===== src/rtl/io_map_pkg.sv =====
// Shared memory-map constants and poll-master state encoding for the
// data-memory/I-O responder bus.
package io_map_pkg;

    localparam logic [31:0] IO_BASE_DEFAULT  = 32'h0000_0080;
    localparam logic [31:0] LOG_BASE_DEFAULT = 32'h0000_0000;

    localparam logic [31:0] PORT0_OFS = 32'd0;
    localparam logic [31:0] PORT1_OFS = 32'd4;
    localparam logic [31:0] PORT2_OFS = 32'd8;

    typedef logic [3:0] poll_state_t;

    // Encoding is visible to any future bus arbiter; keep values stable.
    localparam poll_state_t StIdle = 4'd0;
    localparam poll_state_t StRd0  = 4'd1;
    localparam poll_state_t StRd1  = 4'd2;
    localparam poll_state_t StRd2  = 4'd3;
    localparam poll_state_t StWr0  = 4'd4;
    localparam poll_state_t StWr1  = 4'd5;
    localparam poll_state_t StWr2  = 4'd6;
    localparam poll_state_t StLog  = 4'd7;
    localparam poll_state_t StDone = 4'd8;

endpackage


===== src/rtl/io_poll_alu.sv =====
// Add or subtract two 4-bit operands into a 32-bit two's-complement result.
module io_poll_alu (
    input  logic [3:0]  a_i,
    input  logic [3:0]  b_i,
    input  logic        sub_i,
    output logic [31:0] res_o
);

    logic [31:0] a_ext;
    logic [31:0] b_ext;

    assign a_ext = {28'b0, a_i};
    assign b_ext = {28'b0, b_i};
    assign res_o = sub_i ? (a_ext - b_ext) : (a_ext + b_ext);

endmodule


===== src/rtl/io_poll_master.sv =====
// Bus initiator that reads the three input ports, writes operands and a result
// back to the output ports, and logs each result into a RAM ring buffer.
module io_poll_master
    import io_map_pkg::*;
#(
    parameter logic [31:0] IO_BASE   = IO_BASE_DEFAULT,
    parameter logic [31:0] LOG_BASE  = LOG_BASE_DEFAULT,
    parameter int unsigned LOG_DEPTH = 32
) (
    input  logic        clock,
    input  logic        clrn,
    input  logic        start,
    input  logic        run_continuous,
    output logic [31:0] addr,
    output logic [31:0] datain,
    output logic        we,
    input  logic [31:0] dataout,
    output logic        busy,
    output logic        done,
    output logic [31:0] result,
    output logic [15:0] pass_count
);

    localparam int unsigned PtrW = (LOG_DEPTH > 1) ? $clog2(LOG_DEPTH) : 1;

    poll_state_t     state_q, state_d;
    logic [31:0]     addr_q, addr_d;
    logic [31:0]     datain_q, datain_d;
    logic            we_q, we_d;
    logic            done_q;
    logic [31:0]     result_q;
    logic [15:0]     pass_count_q;
    logic [PtrW-1:0] ptr_q;
    logic [3:0]      in0_q, in1_q;
    logic            mode_q;
    logic [31:0]     alu_res;
    logic [31:0]     log_addr;

    // Only the low nibble (and bit 0 for mode) of read data is meaningful.
    logic unused_dataout;
    assign unused_dataout = ^dataout[31:4];

    io_poll_alu u_alu (
        .a_i   (in0_q),
        .b_i   (in1_q),
        .sub_i (mode_q),
        .res_o (alu_res)
    );

    assign log_addr = LOG_BASE + {{(30 - PtrW){1'b0}}, ptr_q, 2'b00};

    always_comb begin
        state_d = state_q;
        unique case (state_q)
            StIdle:  if (start) state_d = StRd0;
            StRd0:   state_d = StRd1;
            StRd1:   state_d = StRd2;
            StRd2:   state_d = StWr0;
            StWr0:   state_d = StWr1;
            StWr1:   state_d = StWr2;
            StWr2:   state_d = StLog;
            StLog:   state_d = StDone;
            StDone:  state_d = run_continuous ? StRd0 : StIdle;
            default: state_d = StIdle;
        endcase
    end

    // Bus values are decoded from the next state so they register alongside it.
    always_comb begin
        addr_d   = '0;
        datain_d = '0;
        we_d     = 1'b0;
        case (state_d)
            StRd0: addr_d = IO_BASE + PORT0_OFS;
            StRd1: addr_d = IO_BASE + PORT1_OFS;
            StRd2: addr_d = IO_BASE + PORT2_OFS;
            StWr0: begin
                addr_d   = IO_BASE + PORT0_OFS;
                datain_d = {28'b0, in0_q};
                we_d     = 1'b1;
            end
            StWr1: begin
                addr_d   = IO_BASE + PORT1_OFS;
                datain_d = {28'b0, in1_q};
                we_d     = 1'b1;
            end
            StWr2: begin
                addr_d   = IO_BASE + PORT2_OFS;
                datain_d = alu_res;
                we_d     = 1'b1;
            end
            StLog: begin
                addr_d   = log_addr;
                datain_d = alu_res;
                we_d     = 1'b1;
            end
            default: ;
        endcase
    end

    always_ff @(posedge clock or negedge clrn) begin
        if (!clrn) begin
            state_q      <= StIdle;
            addr_q       <= '0;
            datain_q     <= '0;
            we_q         <= 1'b0;
            done_q       <= 1'b0;
            result_q     <= '0;
            pass_count_q <= '0;
            ptr_q        <= '0;
            in0_q        <= '0;
            in1_q        <= '0;
            mode_q       <= 1'b0;
        end else begin
            state_q  <= state_d;
            addr_q   <= addr_d;
            datain_q <= datain_d;
            we_q     <= we_d;
            done_q   <= (state_d == StDone);
            if (state_q == StRd0) in0_q <= dataout[3:0];
            if (state_q == StRd1) in1_q <= dataout[3:0];
            if (state_q == StRd2) mode_q <= dataout[0];
            if (state_q == StWr2) result_q <= alu_res;
            if (state_q == StLog) ptr_q <= ptr_q + 1'b1;
            if (state_d == StDone) pass_count_q <= pass_count_q + 16'd1;
        end
    end

    assign addr       = addr_q;
    assign datain     = datain_q;
    assign we         = we_q;
    assign done       = done_q;
    assign busy       = (state_q != StIdle);
    assign result     = result_q;
    assign pass_count = pass_count_q;

endmodule


===== config.mk =====
export PLATFORM = sky130hd
export DESIGN_NAME = io_poll_master
export DESIGN_NICKNAME = d
export VERILOG_FILES = /design/src/rtl/io_map_pkg.sv /design/src/rtl/io_poll_alu.sv /design/src/rtl/io_poll_master.sv
export SDC_FILE = /design/constraint.sdc
export NUM_CORES = 1
export LEC_CHECK = 0
export ABC_AREA = 1
export CAP_MARGIN = 5
export CORE_MARGIN = 4
export CORE_UTILIZATION = 44
export DETAILED_ROUTE_END_ITERATION = 7
export PLACE_DENSITY = 0.82
export SLEW_MARGIN = 20
export SYNTH_ARGS = -nofsm -noshare
export SYNTH_HDL_FRONTEND = slang
export SYNTH_SLANG_ARGS = --single-unit

===== constraint.sdc =====
create_clock -name clock -period 4.7 [get_ports clock]
set_input_delay 0.94 -clock clock [delete_from_list [all_inputs] [get_ports clock]]
set_output_delay 0.94 -clock clock [all_outputs]
set_load 0.05 [all_outputs]

==> flow_summary.toml <==
[placement]
dp.final_hpwl_um = 4660
io_buffers = 96
gp_congestion = 0.922

[clock_network]
ctsHoldBuffers = 0
cts_tree = "yes"
cts-htree-levels = 2
cts_setup_buffers = 0
clockBufferDepth = 2
root_buffer = "clkbuf_8"
cts_buffers = 5
clk_pin_slew_ns = 0.10
clock_sinks = 54
post_cts_resized = 0
clock_latency_ns = 0.31

[synthesis]
synthArstFlopShare_pct = 100
synth_area_um2 = 3150
synth-seq-area-share_pct = 42.9
yosysUniqueCellTypes = 30
synth-edff-count = 0
synth_area_leaders = "dfrtp_1, buf_4, nand2_1"
synthFlopType = "dfrtp_1"
syn_area_per_cell_um2 = 8.81
yosys_warnings = 0
syn_inst = 357
ys_seq_elements = 54
synth_top_area_share_pct = 42.9
synth_top_area_cell = "dfrtp_1"

[floorplanning]
dieArea_um2 = 8570
io_pins = 151
die_h_um = 92.6
coreArea_um2 = 6870
initial_core_util_pct = 45.8
dieWidth_um = 92.6
rows = 30

[flow_run]
maxCapViolations = 0

[timing]
clock.fmax_mhz = 332
hold_viol = 0
setup_viol = 0
tns_ns = 0
tightest_slew_ns = 0.722
fin_skew_ns = 0.00989
period_minus_slack_ns = 3.01
period_share_pct = 64.1
slew_headroom_pct = 51.9
hold_slack_ns = 0.485
finalMaxSlewViolations = 0
rsz0062_at_grt = "false"

[worst_hold_path]
min_from = "state_q[3]"
hold_depth = 1
hold_class = "reg2reg"
holdPathEnd = "state_q[1]"

[global_routing]
overflow = 0
grt_max_degree = 55
grt.total_usage_pct = 14.2
grt_first_pass_wirelength_um = 9940
antenna_found_initial = 0
grt_pass1_vias = 2125

[cells_and_area]
drive_above_1_share_pct = 4.94
nNetsFinal = 453
antenna_cells = 0
area_growth_pct = 20.8

[route]
drc = 0
ant_nets = 0
post_drt_wl_per_cell_um = 11.9
dr.first_iter.drc_count = 135
drt-total-wl_um = 5960
dr.pass1.iters = 4
vias_per_cell = 4.48
vias = 2246

[worst_setup_path]
worstSetupEndpointType = "primary output"
path_max_fanout = 28
arrival_ns = 2.07
slowest_delay_ns = 0.95
path_cells = "clkdlybuf4s50_1"
reg2reg_from = "in0_q[0]"
cp_top_family = "buffers and inverters"
r2r_end = "datain[2]"
cp_data_required_time_ns = 3.76
worst_r2r_path_depth = 6
r2r_slack_ns = 2.95
startpoint = "result[30]"
path_buf_inv = 1
crit_type = "reg2out"
cp-start-kind = "register"
crit_slowest_cell = "clkdlybuf4s50_1"

[power_and_ir_drop]
total_power_mw = 2.80
power.leakage_nw = 1.79
ir_drop_uv = 279
p_per_area_nw_per_um2 = 737

[run_status]
status = "finished clean"
==> worst register-to-register path, cell delays in order, from the launching register on <==
cell	delay [ns]
dfrtp_1	0.42
ha_1	0.25
fa_1	0.40
o21ai_0	0.21
xor2_1	0.22
nand2_1	0.09
o211ai_1	0.08
==> flip-flops by register name, indices dropped and copies added, names as in the netlist, 4 cells and up <==
name / cells
state_q: 4
datain: 6
pass_count: 16
addr: 6
result: 6
in1_q: 4
in0_q: 4
ptr_q: 5
==> synth_stat cells (all sizes together) (5+ instances only) <==
cell   count
dfrtp     54
xnor2      6
inv       34
xor2      12
nor2      26
nand3     18
nand2     74
a21oi      5
ha        10
o21ai     19
buf       80
==> layer usage <==
layer	wire length, um	track usage (%)	vias to the layer above
met5	0	0	-
met4	122	6.06	0
met3	619	3.90	8
li1	-	-	1103
met1	2430	16.0	1026
met2	2780	25.0	109
==> power breakdown <==
group	leakage (nW)	internal [mW]	switching (mW)	total, mW
Combinational	1.04	0.543	1.25	1.79
Clock	0.0362	0.102	0.150	0.252
Sequential	0.705	0.611	0.145	0.756
Total	1.79	1.26	1.54	2.80
==> worst max path at each step <==
| stage | to | cells past startpoint |
|---|---|---|
| 6_report | result[28] | 1 |
| 5_1_grt | result[22] | 1 |
| 4_1_cts | result[28] | 1 |
| 3_5_place_dp | result[28] | 1 |
| 3_3_place_gp | result[8] | 1 |
| 2_1_floorplan | result[10] | 1 |
==> cell usage in the layout, fill, tap and decap left out <==
cell type and count:
a21o_1 1, a21oi_1 5, a31oi_1 1, buf_2 1, buf_4 1, clkbuf_8 5
clkdlybuf4s50_1 95, clkinvlp_4 2, conb_1 26, dfrtp_1 54, fa_1 2, ha_1 10
inv_1 33, inv_2 1, nand2_1 70, nand2_2 4, nand3_1 16, nand3_2 1
nand3_4 1, nand3b_1 1, nand4_1 4, nor2_1 23, nor2_2 2, nor2_8 1
nor3_1 3, nor3_2 1, o211ai_1 3, o21ai_0 19, o21bai_1 1, xnor2_1 6
xor2_1 12
==> logic make-up after synthesis <==
family	after synthesis	synth area share [%]
adder cells (fa/ha/maj)	12	5.25
XOR/XNOR	18	5.01
flip-flops	54	42.9
other	1	0.119
AO/OA/AOI/OAI	30	5.21
buffers and inverters	115	23.3
AND/OR/NAND/NOR	127	18.2
==> layout make-up <==
type	instances	area, um2
clock inverters	2	15.0
clock buffers	5	68.8
inverters	34	128
flip-flops and latches	54	1350
repair buffers	97	963
fillers	634	3070
multi-input cells	213	1160
well taps	96	120
==> stage by stage <==
step | setup WS (ns) | instance area (um2) | instances | util [%]
3_3_place_gp | 2.07 | 3720 | 494 | 54.1
2_1_floorplan | 2.43 | 3240 | 382 | -
3_5_place_dp | 1.99 | 3720 | 494 | 54.1
6_report | 1.69 | 3800 | 501 | 55.4
4_1_cts | 1.64 | 3800 | 501 | 55.4
5_1_grt | 1.53 | 3800 | 501 | 55.4
(Power assumes the default switching activity.)
==> RTL change (config.mk and constraints unchanged) <==
`addr_q` and `datain_q` no longer have a reset.
--- a/src/rtl/io_poll_master.sv
+++ b/src/rtl/io_poll_master.sv
@@ -103,4 +103,2 @@
             state_q      <= StIdle;
-            addr_q       <= '0;
-            datain_q     <= '0;
             we_q         <= 1'b0;
@@ -115,4 +113,2 @@
             state_q  <= state_d;
-            addr_q   <= addr_d;
-            datain_q <= datain_d;
             we_q     <= we_d;
@@ -126,2 +122,7 @@
         end
+    end
+
+    always_ff @(posedge clock) begin
+        addr_q   <= addr_d;
+        datain_q <= datain_d;
     end
Behaviour: not the same (Yosys sat finds a counterexample within 4 cycles, from zero or initial values; the reset may be asserted at any time).
==> RTL change against the original RTL <==
  * Sequential power hardly changed
  * Core utilization about the same
  * Global-route usage is 0.45 points lower
  * Area after synthesis fell by 1.9%
  * Critical path depth unchanged
  * Sequential share of layout area shrank 1.2 points
  * Total power is 1.6% higher
  * Routed wire length fell by 1.3%
  * Cell area fell by 1.1%
  * Setup slack better by 33 ps
  * Sequential cell count stayed put
  * Final cell count is the same
  * Synthesized cell count is the same
  * Critical path type unchanged
  * Largest cell class unchanged
==> RTL change: results (changes against the original RTL) <==
stage,metric,value,unit,change
outcome,status,finished clean,,
finish,final_layout_size_suffix_gt1_share,4.69,%,-0.25 points
sta,relSlewSlack,39.1,%,-13 points
synth,synthArstFlopShare,77.8,%,-22 points
global_routing,grtUsageTotal,13.7,%,-0.45 points
worst_setup_path,crit_slowest_cell,clkdlybuf4s50_1,,
synth,seq_area_frac_synth,41.8,%,-1.1 points
finish,largest_reg_flops,16,,unchanged
power,total_leakage_power,1.74,nW,-2.9%
synth,synth_warnings,0,,unchanged
routing,viasPerCell,4.40,,-1.9%
worst_setup_path,cp.depth,1,,unchanged
clock_tree,post-cts-setup-buffers,0,,unchanged
min_path,hold_path.class,reg -> reg,,
global_routing,antenna_found_initial,0,,unchanged
worst_setup_path,crit_family,buffers and inverters,,
place,place_congestion,0.893,,-3.1%
clock_tree,clockBufferDepth,2,,unchanged
die,die_w,91.8,µm,-0.88%
routing,wire_per_inst,11.7,µm,-1.3%
worst_setup_path,crit_path_max_incr_delay,940,ps,
sta,finClkSkew,7.21,ps,-2.68 ps
synth,synthTopCellsByArea,"dfrtp_1, buf_4, nand2_1",,
finish,finalNetCount,452,,-0.22%
worst_setup_path,critPathMaxFanout,28,,unchanged
finish,fill_cells,614,,-3.2%
clock_tree,numCtsBuffers,5,,unchanged
global_routing,grt_start_max_net_pins,43,,-22%
worst_setup_path,r2r_cells,7,,+1
synth,ys_top_cells_by_count,"buf_4, nand2_1, dfrtp_1",,
clock_tree,clk_latency,300,ps,
routing,first_pass_iters,4,,unchanged
min_path,hold_depth,1,,unchanged
clock_tree,cts_root_buf,clkbuf_8,,
finish,n_antenna_cell,0,,unchanged
sta,finalHoldViolCount,0,,unchanged
worst_setup_path,arrival,2040,ps,-30 ps
clock_tree,cts_max_level,2,,unchanged
place,hpwl,4.53,mm,-2.7%
clock_tree,ctsResizeCount,0,,unchanged
power,max-vdd-ir-drop,0.000520,V,+87%
place,port_buffers,96,,unchanged
global_routing,grt_first_pass_wirelength,9.56,mm,-3.9%
routing,drtIter0Drc,79,,-41%
synth,ys_types,31,,+3.3%
global_routing,grt_pass1_vias,1983,,-6.7%
clock_tree,cts.clk_slew.worst_paths,90,ps,
[RTL change: cell families (layout without fill, tap and decap cells)]
family	count (synthesis)	in the layout	share of synthesized area, %
simple gates	127	127	18.5
fa+ha+maj	12	12	5.35
flops	54	54	41.8
buf+inv	115	138	23.8
other cells	1	26	0.121
xor+xnor	18	18	5.11
compound gates	30	30	5.31
[RTL change: where the power goes]
group | leakage (nW) | total, mW | internal, mW | switching, mW
Clock | 0.0514 | 0.306 | 0.159 | 0.147
Sequential | 0.644 | 0.758 | 0.612 | 0.147
Combinational | 1.04 | 1.78 | 0.544 | 1.24
Total | 1.74 | 2.85 | 1.31 | 1.53
[RTL change: area by class of cell]
type | instances | area [µm²] | share of cell area [%]
clock buffers | 6 | 72.6 | 1.93
clock inverters | 2 | 37.5 | 0.998
inverters | 34 | 128 | 3.39
multi-input cells | 213 | 1160 | 30.7
flip-flops and latches | 54 | 1290 | 34.3
well taps | 96 | 120 | 3.19
repair buffers | 96 | 956 | 25.4
[RTL change: worst paths after layout]
path | slack (ps) | end | startpoint
min in group asynchronous | 760 | result[0] | clrn
hold reg to reg | 470 | state_q[1] | state_q[3]
hold / removal | 470 | state_q[1] | state_q[3]
setup / recovery | 1720 | result[11] | result[30]
max in group asynchronous | 3360 | result[1] | clrn
setup reg to reg | 2960 | datain[0] | state_q[3]
[RTL change: layer usage]
| layer | routed length, µm | global-route usage [%] |
|---|---|---|
| met5 | 0 | 0 |
| met4 | 70 | 3.71 |
| met3 | 514 | 3.53 |
| met2 | 2830 | 23.7 |
| met1 | 2470 | 17.0 |
[RTL change: per-stage QoR]
step	hold slack, ps	instance area [µm²]	std cells	util, %	setup WS (ps)
6_report	474	3760	501	55.4	1720
3_5_place_dp	457	3650	493	53.7	2000
5_1_grt	508	3760	501	55.4	1580
3_3_place_gp	450	3650	493	53.7	2070
2_1_floorplan	434	3180	382	-	2400
4_1_cts	474	3760	501	55.4	1670
